===== config.mk =====
export PLATFORM = sky130hd
export DESIGN_NAME = ptpv2_pbus_master_flat
export DESIGN_NICKNAME = d
export VERILOG_FILES = /design/src/rtl/ptpv2_pbus_pkg.sv /design/src/rtl/ptpv2_pbus_master_if.sv /design/src/rtl/ptpv2_pbus_master.sv /design/src/flat_wrapper.sv
export SDC_FILE = /design/constraint.sdc
export NUM_CORES = 1
export LEC_CHECK = 0
export BUFFER_PORTS_ARGS = -buffer_cell sky130_fd_sc_hd__buf_2
export CORE_ASPECT_RATIO = 1.75
export CORE_MARGIN = 2
export CORE_UTILIZATION = 30
export CTS_CLUSTER_DIAMETER = 30
export DETAILED_ROUTE_END_ITERATION = 7
export SLEW_MARGIN = 20
export SYNTH_ARGS = -nofsm -noshare
export SYNTH_HDL_FRONTEND = slang
export SYNTH_SLANG_ARGS = --single-unit

===== constraint.sdc =====
create_clock -name pbus_clk -period 9 [get_ports pbus_clk]
set_clock_uncertainty 0.05 [all_clocks]
set_input_delay 0.9 -clock pbus_clk [delete_from_list [all_inputs] [get_ports pbus_clk]]
set_output_delay 0.9 -clock pbus_clk [all_outputs]
set_load 0.01 [all_outputs]

===== src/rtl/ptpv2_pbus_pkg.sv =====
// Shared definitions for the ptpv2 register-bus master:
// FSM encoding, timeout defaults and abort-response constants.
package ptpv2_pbus_pkg;

    typedef enum logic [1:0] {
        ST_IDLE   = 2'd0,
        ST_SETUP  = 2'd1,
        ST_ACCESS = 2'd2,
        ST_RESP   = 2'd3
    } state_t;

    localparam int unsigned TIMEOUT_CYCLES_DEF = 255;
    localparam int          CNT_W              = 16;
    localparam logic [31:0] TIMEOUT_RDATA      = 32'h0;

endpackage


===== src/rtl/ptpv2_pbus_master_if.sv =====
// Command/response and APB-like bus bundle for the ptpv2 register master.
// master = the bridge itself, slave = its environment (requester + core).
interface ptpv2_pbus_master_if;

    logic        cmd_valid_i;
    logic        cmd_ready_o;
    logic        cmd_write_i;
    logic [31:0] cmd_addr_i;
    logic [31:0] cmd_wdata_i;

    logic        rsp_valid_o;
    logic [31:0] rsp_rdata_o;
    logic        rsp_err_o;
    logic        rsp_timeout_o;

    logic [31:0] pbus_addr_o;
    logic        pbus_write_o;
    logic        pbus_sel_o;
    logic        pbus_enable_o;
    logic [31:0] pbus_wdata_o;
    logic [31:0] pbus_rdata_i;
    logic        pbus_ready_i;
    logic        pbus_slverr_i;

    modport master (
        input  cmd_valid_i, cmd_write_i, cmd_addr_i, cmd_wdata_i,
        input  pbus_rdata_i, pbus_ready_i, pbus_slverr_i,
        output cmd_ready_o,
        output rsp_valid_o, rsp_rdata_o, rsp_err_o, rsp_timeout_o,
        output pbus_addr_o, pbus_write_o, pbus_sel_o,
        output pbus_enable_o, pbus_wdata_o
    );

    modport slave (
        output cmd_valid_i, cmd_write_i, cmd_addr_i, cmd_wdata_i,
        output pbus_rdata_i, pbus_ready_i, pbus_slverr_i,
        input  cmd_ready_o,
        input  rsp_valid_o, rsp_rdata_o, rsp_err_o, rsp_timeout_o,
        input  pbus_addr_o, pbus_write_o, pbus_sel_o,
        input  pbus_enable_o, pbus_wdata_o
    );

endinterface


===== src/rtl/ptpv2_pbus_master.sv =====
// Single-outstanding APB-like master for the ptpv2 core register slave.
// Define PBUS_TIMEOUT_EN to abort ACCESS after TIMEOUT_CYCLES without ready.
module ptpv2_pbus_master
    import ptpv2_pbus_pkg::*;
#(
    parameter int unsigned TIMEOUT_CYCLES = TIMEOUT_CYCLES_DEF
) (
    input  logic                 pbus_clk,
    input  logic                 pbus_rst,
    ptpv2_pbus_master_if.master  bus
);

    state_t      r_state;
    state_t      w_state_nxt;
    logic        w_accept;
    logic        w_done;
    logic        w_expire;

    logic [31:0] r_addr;
    logic [31:0] r_wdata;
    logic        r_write;
    logic [31:0] r_rdata;
    logic        r_err;

    assign w_accept = (r_state == ST_IDLE) & bus.cmd_valid_i;
    assign w_done   = (r_state == ST_ACCESS) & bus.pbus_ready_i;

`ifdef PBUS_TIMEOUT_EN
    logic [CNT_W-1:0] r_cnt;
    logic [CNT_W-1:0] w_cnt_inc;
    logic             r_to;

    assign w_cnt_inc = r_cnt + 1'b1;
    // ready on the limit cycle wins, so expiry requires ready low
    assign w_expire  = (r_state == ST_ACCESS) & ~bus.pbus_ready_i &
                       (w_cnt_inc == TIMEOUT_CYCLES[CNT_W-1:0]);

    always_ff @(posedge pbus_clk or posedge pbus_rst) begin
        if (pbus_rst) begin
            r_cnt <= '0;
            r_to  <= 1'b0;
        end else begin
            if (r_state != ST_ACCESS) r_cnt <= '0;
            else if (!bus.pbus_ready_i) r_cnt <= w_cnt_inc;
            if (w_done) r_to <= 1'b0;
            else if (w_expire) r_to <= 1'b1;
        end
    end
`else
    assign w_expire = 1'b0;
`endif

    always_ff @(posedge pbus_clk or posedge pbus_rst) begin
        if (pbus_rst) r_state <= ST_IDLE;
        else          r_state <= w_state_nxt;
    end

    always_comb begin
        w_state_nxt = r_state;
        unique case (r_state)
            ST_IDLE:   if (bus.cmd_valid_i) w_state_nxt = ST_SETUP;
            ST_SETUP:  w_state_nxt = ST_ACCESS;
            ST_ACCESS: if (w_done | w_expire) w_state_nxt = ST_RESP;
            ST_RESP:   w_state_nxt = ST_IDLE;
            default:   w_state_nxt = ST_IDLE;
        endcase
    end

    always_ff @(posedge pbus_clk or posedge pbus_rst) begin
        if (pbus_rst) begin
            r_addr  <= '0;
            r_wdata <= '0;
            r_write <= 1'b0;
            r_rdata <= '0;
            r_err   <= 1'b0;
        end else begin
            if (w_accept) begin
                r_addr  <= bus.cmd_addr_i;
                r_wdata <= bus.cmd_wdata_i;
                r_write <= bus.cmd_write_i;
            end
            if (w_done) begin
                r_err   <= bus.pbus_slverr_i;
                r_rdata <= (r_write | bus.pbus_slverr_i) ? 32'h0
                                                         : bus.pbus_rdata_i;
            end else if (w_expire) begin
                r_err   <= 1'b1;
                r_rdata <= TIMEOUT_RDATA;
            end
        end
    end

    // strobes decode straight from state so reset drops them at once
    always_comb begin
        bus.cmd_ready_o   = (r_state == ST_IDLE) & ~pbus_rst;
        bus.pbus_sel_o    = 1'b0;
        bus.pbus_enable_o = 1'b0;
        bus.rsp_valid_o   = 1'b0;
        bus.rsp_rdata_o   = 32'h0;
        bus.rsp_err_o     = 1'b0;
        bus.rsp_timeout_o = 1'b0;
        unique case (1'b1)
            (r_state == ST_SETUP): begin
                bus.pbus_sel_o = 1'b1;
            end
            (r_state == ST_ACCESS): begin
                bus.pbus_sel_o    = 1'b1;
                bus.pbus_enable_o = 1'b1;
            end
            (r_state == ST_RESP): begin
                bus.rsp_valid_o = 1'b1;
                bus.rsp_rdata_o = r_rdata;
                bus.rsp_err_o   = r_err;
`ifdef PBUS_TIMEOUT_EN
                bus.rsp_timeout_o = r_to;
`endif
            end
            default: ;
        endcase
    end

    assign bus.pbus_addr_o  = r_addr;
    assign bus.pbus_wdata_o = r_wdata;
    assign bus.pbus_write_o = r_write;

endmodule


===== src/flat_wrapper.sv =====
// flat-port wrapper written by rule: the top's interface ports become plain ports
module ptpv2_pbus_master_flat import ptpv2_pbus_pkg::*;
#(
    parameter int unsigned TIMEOUT_CYCLES = TIMEOUT_CYCLES_DEF
)
  (pbus_clk, pbus_rst, bus_cmd_valid_i, bus_cmd_write_i, bus_cmd_addr_i, bus_cmd_wdata_i, bus_pbus_rdata_i, bus_pbus_ready_i, bus_pbus_slverr_i, bus_cmd_ready_o, bus_rsp_valid_o, bus_rsp_rdata_o, bus_rsp_err_o, bus_rsp_timeout_o, bus_pbus_addr_o, bus_pbus_write_o, bus_pbus_sel_o, bus_pbus_enable_o, bus_pbus_wdata_o);
  ptpv2_pbus_master_if bus_i ();
  input  logic pbus_clk;
  input  logic pbus_rst;
  input wire logic [$bits(bus_i.cmd_valid_i)-1:0] bus_cmd_valid_i;
  input wire logic [$bits(bus_i.cmd_write_i)-1:0] bus_cmd_write_i;
  input wire logic [$bits(bus_i.cmd_addr_i)-1:0] bus_cmd_addr_i;
  input wire logic [$bits(bus_i.cmd_wdata_i)-1:0] bus_cmd_wdata_i;
  input wire logic [$bits(bus_i.pbus_rdata_i)-1:0] bus_pbus_rdata_i;
  input wire logic [$bits(bus_i.pbus_ready_i)-1:0] bus_pbus_ready_i;
  input wire logic [$bits(bus_i.pbus_slverr_i)-1:0] bus_pbus_slverr_i;
  output wire logic [$bits(bus_i.cmd_ready_o)-1:0] bus_cmd_ready_o;
  output wire logic [$bits(bus_i.rsp_valid_o)-1:0] bus_rsp_valid_o;
  output wire logic [$bits(bus_i.rsp_rdata_o)-1:0] bus_rsp_rdata_o;
  output wire logic [$bits(bus_i.rsp_err_o)-1:0] bus_rsp_err_o;
  output wire logic [$bits(bus_i.rsp_timeout_o)-1:0] bus_rsp_timeout_o;
  output wire logic [$bits(bus_i.pbus_addr_o)-1:0] bus_pbus_addr_o;
  output wire logic [$bits(bus_i.pbus_write_o)-1:0] bus_pbus_write_o;
  output wire logic [$bits(bus_i.pbus_sel_o)-1:0] bus_pbus_sel_o;
  output wire logic [$bits(bus_i.pbus_enable_o)-1:0] bus_pbus_enable_o;
  output wire logic [$bits(bus_i.pbus_wdata_o)-1:0] bus_pbus_wdata_o;
  assign bus_i.cmd_valid_i = bus_cmd_valid_i;
  assign bus_i.cmd_write_i = bus_cmd_write_i;
  assign bus_i.cmd_addr_i = bus_cmd_addr_i;
  assign bus_i.cmd_wdata_i = bus_cmd_wdata_i;
  assign bus_i.pbus_rdata_i = bus_pbus_rdata_i;
  assign bus_i.pbus_ready_i = bus_pbus_ready_i;
  assign bus_i.pbus_slverr_i = bus_pbus_slverr_i;
  assign bus_cmd_ready_o = bus_i.cmd_ready_o;
  assign bus_rsp_valid_o = bus_i.rsp_valid_o;
  assign bus_rsp_rdata_o = bus_i.rsp_rdata_o;
  assign bus_rsp_err_o = bus_i.rsp_err_o;
  assign bus_rsp_timeout_o = bus_i.rsp_timeout_o;
  assign bus_pbus_addr_o = bus_i.pbus_addr_o;
  assign bus_pbus_write_o = bus_i.pbus_write_o;
  assign bus_pbus_sel_o = bus_i.pbus_sel_o;
  assign bus_pbus_enable_o = bus_i.pbus_enable_o;
  assign bus_pbus_wdata_o = bus_i.pbus_wdata_o;
  ptpv2_pbus_master #(.TIMEOUT_CYCLES(TIMEOUT_CYCLES)) u_core (.pbus_clk(pbus_clk), .pbus_rst(pbus_rst), .bus(bus_i));
endmodule

**Yosys cells after proc, flatten, opt, wreduce, memory -nomap -nowiden**

Cells that the tools add are included.

- Memories kept: 0
- Memory bits (read-only): 0
- Register bits: 100
- Bits in writable memories: 0
- Bits in latches: 0
- Word-level logic and storage cells: 28
- Bits of input ports: 102

- Add/subtract/negate cells: 0
- Multiplexer cells: 9
- Bitwise operators: 5
- Magnitude comparators: 0
- Multiply operators: 0
- Reductions and logical operators: 3
- Eq/ne operators: 5
- Divide/modulo/power cells: 0
- Shifts and indexed selects: 0

Operators by type and width:

| operator | count |
|---|---|
| 32-bit 2-to-1 mux | 2 |
| 2-bit case mux with 4 select lines | 1 |
| 2-bit equality test (second input constant) | 2 |
| 1-bit 2-to-1 mux | 4 |
| 2-bit 2-to-1 mux | 2 |
| 1-bit bitwise AND | 3 |
| 2-bit by 1-bit equality test with 1-bit output (second input constant) | 1 |
| 2-bit logical NOT | 1 |
| 2-bit by 1-bit != test with 1-bit output (second input constant) | 1 |
| 2-bit != test (second input constant) | 1 |
| 2-bit AND reduction | 1 |
| 2-bit OR reduction | 1 |
| 1-bit NOT | 1 |
| 1-bit bitwise OR | 1 |

**Longest topological paths before layout**

Gate-level depths: netlist (run 1).

- Depth in word-level cells: 4
- Gate-level depth with buffers: 6
- Gate-level depth less buffers: 5

**Worst setup path before layout (run 1)**

No wires, ideal clock.

- Path type: flip-flop to output port
- Start point: register u_core.r_state[1]
- End point: output bus_rsp_rdata_o[10]
- Buffers on the path: 1
- Slack: 6.982 ns
- Stages on the path, launching flop included: 4
- Data required time: 8.050 ns
- Data arrival time: 1.068 ns
- Path through: dfrtp_1 -> ha_1 -> clkbuf_1 -> and2_1

- Cells in the longest elaborated chain, start to end: 2

RTL lines:

| item | line | source |
|---|---|---|
| start, declared | ptpv2_pbus_master.sv:13 | `state_t r_state;` |
| start signal, assigned | ptpv2_pbus_master.sv:55 | `else r_state <= w_state_nxt;` |
| 2-bit equality test | ptpv2_pbus_master.sv:110 | `(r_state == ST_RESP): begin` |
| 32-bit 2-to-1 mux | ptpv2_pbus_master.sv:102 | `unique case (1'b1)` |
| end, declared | flat_wrapper.sv:19 | `output wire logic [$bits(bus_i.rsp_rdata_o)-1:0] bus_rsp_rdata_o;` |

Every way passes these cells.

**Final worst setup path (run 1)**

- Start point: register u_core.r_state[1]
- End point: output bus_rsp_rdata_o[21]

The elaborated chain is that of the path after synthesis.

==> impl_metrics.csv, run 1 <==
group,metric,value,unit
run_status,status,"completed",
placement,io_buffers,203,
worst_hold_path,min_path_type,"flop to flop",
drt,drtPass1Iterations,4,
synth,synth_mux_area_frac,0.227,
synth,syn_inst,267,
clock_tree,cts_resized,0,
final_layout,design_area,5640,um2
synth,synth.distinct_cells,18,
floorplan,placeableCoreArea,13800,um2
drt,via_count,2910,
worst_hold_path,min_path_cells,1,
timing,fin_ws,6120,ps
timing,fin_tns_setup,0,ps
final_layout,layout.cells.non_filler,649,
pwr,peakVddDrop,0.000174,V
synth,synth_top_family_by_area,"multiplexers",
timing,drv_slew,0,
timing,rsz0062_at_grt,"no",
clock_tree,cts.htree.levels,3,
synth,synth-seq-cells,100,
worst_setup_path,startpoint,"u_core.r_state[1]$_DFFE_PP0P_",
synth,synthArstFlopShare,1.00,
final_layout,nNetsFinal,573,
run,cap_violations,0,
synth,seq_area_frac_synth,0.595,
clock_tree,clkLatencyLatePin,330,ps
global_routing,antenna_found_initial,1,
placement,post-place-cells,632,
worst_hold_path,worstHoldStart,"u_core.r_rdata[13]$_DFFE_PP0P_",
worst_setup_path,cp-end-kind,"output pin",
worst_setup_path,worstPathRequired,8050,ps
placement,gp_congestion,0.810,
floorplan,fp-row-count,57,
timing,max_clock_freq,347,MHz
synth,synth_warnings,0,
pwr,switching_share,0.322,
pwr,combPwrFrac,0.402,
floorplan,initial_utilization,0.305,
synth,yosys_most_used_dff,"dfrtp_1",
timing,relSlewSlack,0.389,
timing,tightestPinTransition,916,ps
global_routing,gr-total-overflow,0,
worst_setup_path,cp_max_fo,34,
final_layout,fillCellCount,1322,
placement,pre_cts_ws,6390,ps
clock_tree,path_clk_slew,60,ps
timing,hold_viol_final,0,
pwr,power_frac_clock,0.200,
timing,layout_min_cycle_time,2880,ps
synth,synth-simple-area-share,0.0572,
drt,drtAntennaViolNets,0,
timing,setup-violations-final,0,
global_routing,grt_pass1_vias,3241,
synth,synth_compound_area_frac,0.0682,
global_routing,grt_usage,0.137,
drt,first_iter_violations,85,
clock_tree,cts_root_buf,"clkbuf_16",
drt,vias_per_cell,4.48,
worst_setup_path,startpoint_type,"flop",
clock_tree,cts_buffer_depth,2,
placement,hpwl,7.49,mm
pwr,p_leak,3.07,nW
clock_tree,cts.sinks,100,
synth,synth_edf_count,0,
floorplan,ios,205,
worst_setup_path,worstReg2RegEnd,"u_core.r_rdata[28]$_DFFE_PP0P_",
pwr,p_seq_frac,0.398,
final_layout,drive_gt1_frac,0.618,
synth,syn-num-nets,374,
floorplan,die_w,93.5,um
pwr,finalPower,0.00197,W
worst_hold_path,min_to,"u_core.r_rdata[13]$_DFFE_PP0P_",
worst_setup_path,ff2ff_setup_slack,6660,ps
drt,wire_per_inst,15.8,um
final_layout,syn2layout_area_growth,34.3,%
synth,synth_fa_ha_area_frac,0.0149,
pwr,internal-power,0.00133,W
pwr,power_switching,0.000634,W
global_routing,grt_pass1_wl,16.3,mm
floorplan,die-area,15000,um2
clock_tree,cts_setup_buffers,0,
placement,place_area,5330,um2
clock_tree,holdBufCountCts,0,
worst_setup_path,worstPathArrival,1930,ps
clock_tree,cts_tree,"yes",
final_layout,layout_common_cells,"203 x buf_2, 100 x dfrtp_1, 50 x mux2_4",
worst_setup_path,reg2reg_depth,6,
synth,avgSynthCellArea,15.7,um2
global_routing,grt_max_degree,67,
drt,drc,0,
synth,synthXorXnorAreaFrac,0,
worst_setup_path,criticalPathCategory,"flop to output pin",
drt,totalWireLength,10.3,mm
worst_setup_path,r2r-start,"u_core.r_state[0]$_DFFE_PP0P_",
pwr,power_density,349,nW/um2
synth,synthesis.area,4200,um2
final_layout,layout_commonest_cell,"buf_2",
timing,period_share,0.320,
floorplan,die_h,161,um
clock_tree,cts_buffers,9,
synth_stat cells (2+ instances only):
cell type | instances | area [um2]
mux2_2 | 17 | 191
buf_6 | 9 | 101
clkbuf_1 | 6 | 22.5
mux2_4 | 50 | 751
nor2_1 | 2 | 7.51
a22o_1 | 32 | 280
dfrtp_1 | 100 | 2500
and2_1 | 33 | 206
ha_1 | 5 | 62.6
inv_1 | 5 | 18.8
registers in the layout, summed over array words and instances, names as in the netlist:
| name | count |
|---|---|
| u_core.bus.pbus_addr_o | 32 |
| u_core.bus.pbus_wdata_o | 32 |
| u_core.bus.pbus_write_o | 1 |
| u_core.r_err | 1 |
| u_core.r_rdata | 32 |
| u_core.r_state | 2 |
metrics by stage:
stage	util	hold WS (ps)
2_1_floorplan	-	414
3_3_place_gp	0.387	431
3_5_place_dp	0.387	433
4_1_cts	0.409	453
5_1_grt	0.410	467
6_report	0.410	443
worst max path at each step:
| stage | to | slack, ps | depth (start not counted) |
|---|---|---|---|
| floorplan | u_core.bus.pbus_addr_o[0]$_DFFE_PP0P_ | 5430 | 1 |
| global placement | bus_rsp_rdata_o[21] | 6440 | 3 |
| detailed placement | u_core.r_rdata[8]$_DFFE_PP0P_ | 6390 | 5 |
| CTS | bus_rsp_rdata_o[21] | 6030 | 3 |
| global route | bus_rsp_rdata_o[15] | 5860 | 3 |
| finish | bus_rsp_rdata_o[21] | 6120 | 3 |
power groups by stage:
stage	sequential [W]	clock, W	combinational [W]
finish	0.000784	0.000393	0.000792
global route	0.000812	0.000430	0.000858
CTS	0.000785	0.000408	0.000812
detailed placement	0.000789	0	0.000809
global placement	0.000783	0	0.000791
floorplan	0.000845	0	0.000461
per-layer routing:
metal	wire length [um]	up-vias	global-route usage
met4	335	0	0.0662
met3	643	20	0.0324
li1	-	1329	-
met1	3880	1434	0.157
met2	5400	127	0.236
met5	0	-	0
cells by family (layout without fill, tap and decap cells):
group | after synthesis | count (layout)
flip-flops | 100 | 100
multiplexers | 68 | 68
AND/OR/NAND/NOR | 38 | 38
AO/OA/AOI/OAI | 33 | 33
buffers and inverters | 22 | 226
adder cells (fa/ha/maj) | 5 | 5
other | 1 | 2
layout make-up:
type                       instances  area (um2)  share of cell area
sequential                       100        2500               0.443
multi-input combinational        145        1560               0.277
timing repair buffer             205        1030               0.183
clock buffer                      11         243              0.0430
tap                              177         221              0.0392
clock inverter                     5        60.1              0.0106
inverter                           5        21.3             0.00377
antenna                            1        2.50            0.000443
critical path: stages (launching register included):
cell	delay [ps]
dfrtp_1	410
ha_1	780
and2_1	270
buf_2	140
Power figures use the tool's default switching activity.
==> run 2, diff against run 1 <==
==> constraint.sdc (replaced) <==
create_clock -name pbus_clk -period 2.6 [get_ports pbus_clk]
set_clock_uncertainty 0.05 [all_clocks]
set_input_delay 0.26 -clock pbus_clk [delete_from_list [all_inputs] [get_ports pbus_clk]]
set_output_delay 0.26 -clock pbus_clk [all_outputs]
set_load 0.01 [all_outputs]
==> impl_metrics.csv, run 2 (same netlist as run 1, synthesis figures left out) <==
group,metric,value,unit
global_routing,antenna_found_initial,0,
final_layout,final_util,0.413,
drt,drtAntennaViolNets,0,
global_routing,use_met1,0.157,
placement,gp_congestion,0.752,
global_routing,grt_usage,0.137,
drt,via_count,2879,
placement,hpwl,7.59,mm
global_routing,grt_pass1_wl,16.1,mm
drt,first_iter_violations,105,
global_routing,gr-total-overflow,0,
timing,fin_tns_setup,0,ps
drt,totalWireLength,10.2,mm
global_routing,grt_max_degree,59,
placement,post-place-cells,637,
global_routing,busiest_layer,"met2",
final_layout,layout_common_cells,"203 x buf_2, 100 x dfrtp_1, 50 x mux2_4",
worst_setup_path,startpoint_type,"flop",
clock_tree,cts.sinks,100,
floorplan,initial_utilization,0.305,
timing,tightestPinTransition,742,ps
drt,drtPass1Iterations,4,
floorplan,ios,205,
clock_tree,cts_tree,"yes",
final_layout,drive_gt1_frac,0.623,
timing,setup-violations-final,0,
global_routing,grt_util_met2,0.236,
timing,max_clock_freq,484,MHz
timing,drv_slew,0,
clock_tree,clkLatencyLatePin,340,ps
floorplan,die_w,93.5,um
floorplan,fp-row-count,57,
pwr,finalPower,0.00677,W
final_layout,syn2layout_area_growth,35.1,%
run_status,status,"completed",
final_layout,layout_commonest_cell,"buf_2",
final_layout,nNetsFinal,578,
worst_setup_path,critPathSlowestCell,"dfrtp_1",
clock_tree,path_clk_slew,70,ps
worst_setup_path,ff2ff_setup_slack,750,ps
clock_tree,cts_resized,0,
worst_setup_path,criticalPathCategory,"flop to output pin",
pwr,p_leak,3.10,nW
clock_tree,cts_buffers,9,
clock_tree,holdBufCountCts,0,
timing,period_share,0.795,
worst_setup_path,critPathTopFamily,"buffers and inverters",
final_layout,insertedDiodeCount,0,
drt,drc,0,
worst_setup_path,crit_chain,"ha_1 -> buf_4 -> and2_1 -> buf_2",
worst_setup_path,worstPathArrival,1760,ps
drt,wire_per_inst,15.7,um
final_layout,fillCellCount,1326,
pwr,peakVddDrop,0.000480,V
global_routing,use_met3,0.0277,
final_layout,layout.cells.non_filler,652,
clock_tree,cts_buffer_depth,2,
worst_setup_path,cpPeakStageDelay,410,ps
timing,layout_min_cycle_time,2070,ps
timing,relSlewSlack,0.505,
placement,io_buffers,203,
worst_setup_path,crit_buf_inv,2,
worst_hold_path,min_path_type,"input port to async pin",
timing,rsz0062_at_grt,"no",
worst_setup_path,worstPathRequired,2290,ps
floorplan,placeableCoreArea,13800,um2
worst_setup_path,cp_max_fo,24,
pwr,power_density,1190,nW/um2
global_routing,grt_pass1_vias,3137,
clock_tree,cts_root_buf,"clkbuf_16",
timing,hold_viol_final,0,
worst_setup_path,cp-end-kind,"output pin",
clock_tree,cts_setup_buffers,0,
floorplan,die-area,15000,um2
clock_tree,cts.htree.levels,3,
drt,vias_per_cell,4.42,
floorplan,die_h,161,um
run,cap_violations,0,
run 2: cell count changes in the layout (fill, tap and decap cells not counted), sizes merged:
cell      previous run  this run
buf                205       210
bufinv               1         0
clkinvlp             1         2
diode                1         0
inv                  6         5
run 2: cell type report:
| type | instances | area [um2] | area share |
|---|---|---|---|
| Sequential cell | 100 | 2500 | 0.441 |
| Multi-Input combinational cell | 145 | 1550 | 0.273 |
| Timing Repair Buffer | 210 | 1090 | 0.193 |
| Clock buffer | 11 | 253 | 0.0445 |
| Tap cell | 177 | 221 | 0.0390 |
| Clock inverter | 4 | 33.8 | 0.00595 |
| Inverter | 5 | 22.5 | 0.00397 |
run 2: path summary, 6_finish.rpt:
| kind | startpoint | end | cells past startpoint |
|---|---|---|---|
| worst max-delay path | u_core.r_state[1]$_DFFE_PP0P_ | bus_rsp_rdata_o[11] | 4 |
| worst min-delay path | pbus_rst | u_core.r_rdata[19]$_DFFE_PP0P_ | 3 |
| worst max register to register | u_core.r_state[1]$_DFFE_PP0P_ | u_core.bus.pbus_addr_o[12]$_DFFE_PP0P_ | 5 |
| worst min register to register | u_core.r_rdata[26]$_DFFE_PP0P_ | u_core.r_rdata[26]$_DFFE_PP0P_ | 1 |
| max in group asynchronous | pbus_rst | u_core.bus.pbus_addr_o[11]$_DFFE_PP0P_ | 3 |
| min in group pbus_clk | bus_pbus_rdata_i[2] | u_core.r_rdata[2]$_DFFE_PP0P_ | 2 |
run 2: where the power goes:
group          switching (W)  leakage, nW  total, W  internal [W]
sequential          0.000404         1.24   0.00271       0.00231
combinational        0.00120         1.72   0.00276       0.00156
clock               0.000585        0.138   0.00129      0.000703
total                0.00219         3.10   0.00677       0.00457
run 2: per-layer routing:
metal | wire length [um] | up-vias
met3 | 572 | 23
met4 | 338 | 0
li1 | - | 1336
met1 | 3990 | 1404
met2 | 5350 | 116
met5 | 0 | -
run 2: stage by stage:
step | area (um2) | setup slack (ps) | hold slack, ps
after floorplan | 4210 | 1100 | 343
after CTS | 5680 | 495 | 60.8
after detailed placement | 5390 | 749 | 431
after global placement | 5390 | 814 | 408
final | 5680 | 534 | 52.3
after global routing | 5680 | 393 | 76.4
run 2: tightest hold or removal path, stage by stage:
cell	delay, ps
buf_2	120
clkinvlp_4	60
buf_4	450
==> run 3, diff against run 2 <==
==> constraint.sdc (replaced) <==
create_clock -name pbus_clk -period 1.97 [get_ports pbus_clk]
set_clock_uncertainty 0.05 [all_clocks]
set_input_delay 0.197 -clock pbus_clk [delete_from_list [all_inputs] [get_ports pbus_clk]]
set_output_delay 0.197 -clock pbus_clk [all_outputs]
set_load 0.01 [all_outputs]
==> impl_metrics.csv, run 3 (same netlist as run 1, synthesis figures left out) <==
group,metric,value,unit
worst_setup_path,worstReg2RegEnd,"u_core.bus.pbus_wdata_o[28]$_DFFE_PP0P_",
drt,wire_per_inst,15.4,um
global_routing,grt_usage,0.138,
drt,drc,0,
worst_setup_path,endpoint,"bus_rsp_rdata_o[16]",
drt,first_iter_violations,107,
global_routing,gr-total-overflow,0,
drt,via_count,2872,
final_layout,fillCellCount,1335,
worst_setup_path,ff2ff_setup_slack,260,ps
global_routing,grt_pass1_wl,16.1,mm
floorplan,die-area,15000,um2
clock_tree,cts_resized,0,
placement,pre_cts_ws,245,ps
clock_tree,holdBufCountCts,1,
timing,fin_ws,200,ps
worst_setup_path,r2r-start,"u_core.r_state[1]$_DFFE_PP0P_",
timing,fin_tns_setup,0,ps
pwr,p_leak,3.12,nW
final_layout,final_util,0.417,
clock_tree,cts.sinks,100,
floorplan,fp-row-count,57,
worst_setup_path,worstPathRequired,1720,ps
timing,layout_min_cycle_time,1770,ps
drt,totalWireLength,10.1,mm
placement,hpwl,7.62,mm
clock_tree,clkLatencyLatePin,340,ps
drt,drtPass1Iterations,4,
placement,gp_congestion,0.750,
worst_setup_path,cp-end-kind,"output pin",
global_routing,antenna_found_initial,1,
clock_tree,cts_buffers,9,
worst_setup_path,worstPathArrival,1520,ps
clock_tree,cts_setup_buffers,0,
clock_tree,path_clk_slew,70,ps
floorplan,die_w,93.5,um
final_layout,layout_common_cells,"203 x buf_2, 100 x dfrtp_1, 50 x mux2_4",
clock_tree,cts_buffer_depth,2,
worst_setup_path,startpoint,"u_core.r_state[1]$_DFFE_PP0P_",
placement,io_buffers,203,
worst_setup_path,startpoint_type,"flop",
timing,drv_slew,0,
floorplan,initial_utilization,0.305,
pwr,power_density,1560,nW/um2
drt,drtAntennaViolNets,0,
drt,vias_per_cell,4.36,
global_routing,grt_pass1_vias,3090,
pwr,peakVddDrop,0.000548,V
final_layout,syn2layout_area_growth,36.4,%
clock_tree,cts_root_buf,"clkbuf_16",
floorplan,placeableCoreArea,13800,um2
final_layout,drive_gt1_frac,0.623,
placement,place_area,5440,um2
timing,period_share,0.898,
worst_setup_path,criticalPathCategory,"flop to output pin",
worst_setup_path,reg2reg_depth,5,
timing,hold_viol_final,0,
floorplan,die_h,161,um
floorplan,ios,205,
worst_setup_path,cp_max_fo,15,
clock_tree,cts.htree.levels,3,
timing,max_clock_freq,565,MHz
timing,setup-violations-final,0,
final_layout,nNetsFinal,582,
clock_tree,cts_tree,"yes",
final_layout,layout_commonest_cell,"buf_2",
worst_hold_path,min_path_type,"input port to flop",
run_status,status,"completed",
run,cap_violations,0,
global_routing,grt_max_degree,43,
final_layout,design_area,5730,um2
timing,rsz0062_at_grt,"no",
-- run 3: cell count changes in the layout (fill, tap and decap cells not counted), sizes merged --
cell / delta
buf: +3
clkinv: +1
clkinvlp: +1
diode: +1
dlygate4sd3: +1
inv: -1
-- run 3: worst min-delay path by stage --
stage	from	endpoint	slack [ps]	depth (start not counted)
after floorplan	bus_pbus_rdata_i[24]	u_core.r_rdata[24]$_DFFE_PP0P_	280	1
after global routing	bus_pbus_rdata_i[17]	u_core.r_rdata[17]$_DFFE_PP0P_	10	2
final	bus_pbus_rdata_i[2]	u_core.r_rdata[2]$_DFFE_PP0P_	20	2
after detailed placement	pbus_rst	u_core.r_rdata[23]$_DFFE_PP0P_	210	2
after global placement	pbus_rst	u_core.r_rdata[23]$_DFFE_PP0P_	200	2
after CTS	bus_pbus_rdata_i[2]	u_core.r_rdata[2]$_DFFE_PP0P_	2	2
-- run 3: through the flow --
step / hold slack (ps) / total power, W / instances
6_report: 18.0 / 0.00893 / 658
5_1_grt: 12.0 / 0.00954 / 658
4_1_cts: 1.81 / 0.00908 / 657
3_5_place_dp: 205 / 0.00735 / 640
3_3_place_gp: 202 / 0.00724 / 640
2_1_floorplan: 280 / 0.00597 / 267
-- run 3: cell type report --
type / instances / area, um2 / share of cell area
inverters: 5 / 22.5 / 0.00393
flip-flops and latches: 100 / 2500 / 0.436
multi-input cells: 145 / 1550 / 0.271
repair buffers: 214 / 1150 / 0.201
diodes: 1 / 2.50 / 0.000436
clock inverters: 5 / 37.5 / 0.00655
clock buffers: 11 / 243 / 0.0423
well taps: 177 / 221 / 0.0386
-- run 3: power by group --
part           internal [W]  total [W]  switching (W)
registers           0.00305    0.00357       0.000518
logic               0.00209    0.00369        0.00160
clock network      0.000894    0.00166       0.000770
total               0.00603    0.00893        0.00289
-- run 3: layer usage --
layer,wire (um),GRT usage,part of all wire,vias to the layer above
met4,295,0.0642,0.029,0
met3,613,0.0305,0.061,17
met5,0,0,0,-
met2,5320,0.232,0.53,115
li1,-,-,-,1347
met1,3880,0.166,0.38,1393
-- run 3: worst max-delay path, stage by stage (launching register included) --
cell and delay, ps:
dfrtp_1 430, ha_1 220, buf_4 190, and2_1 200
buf_2 150
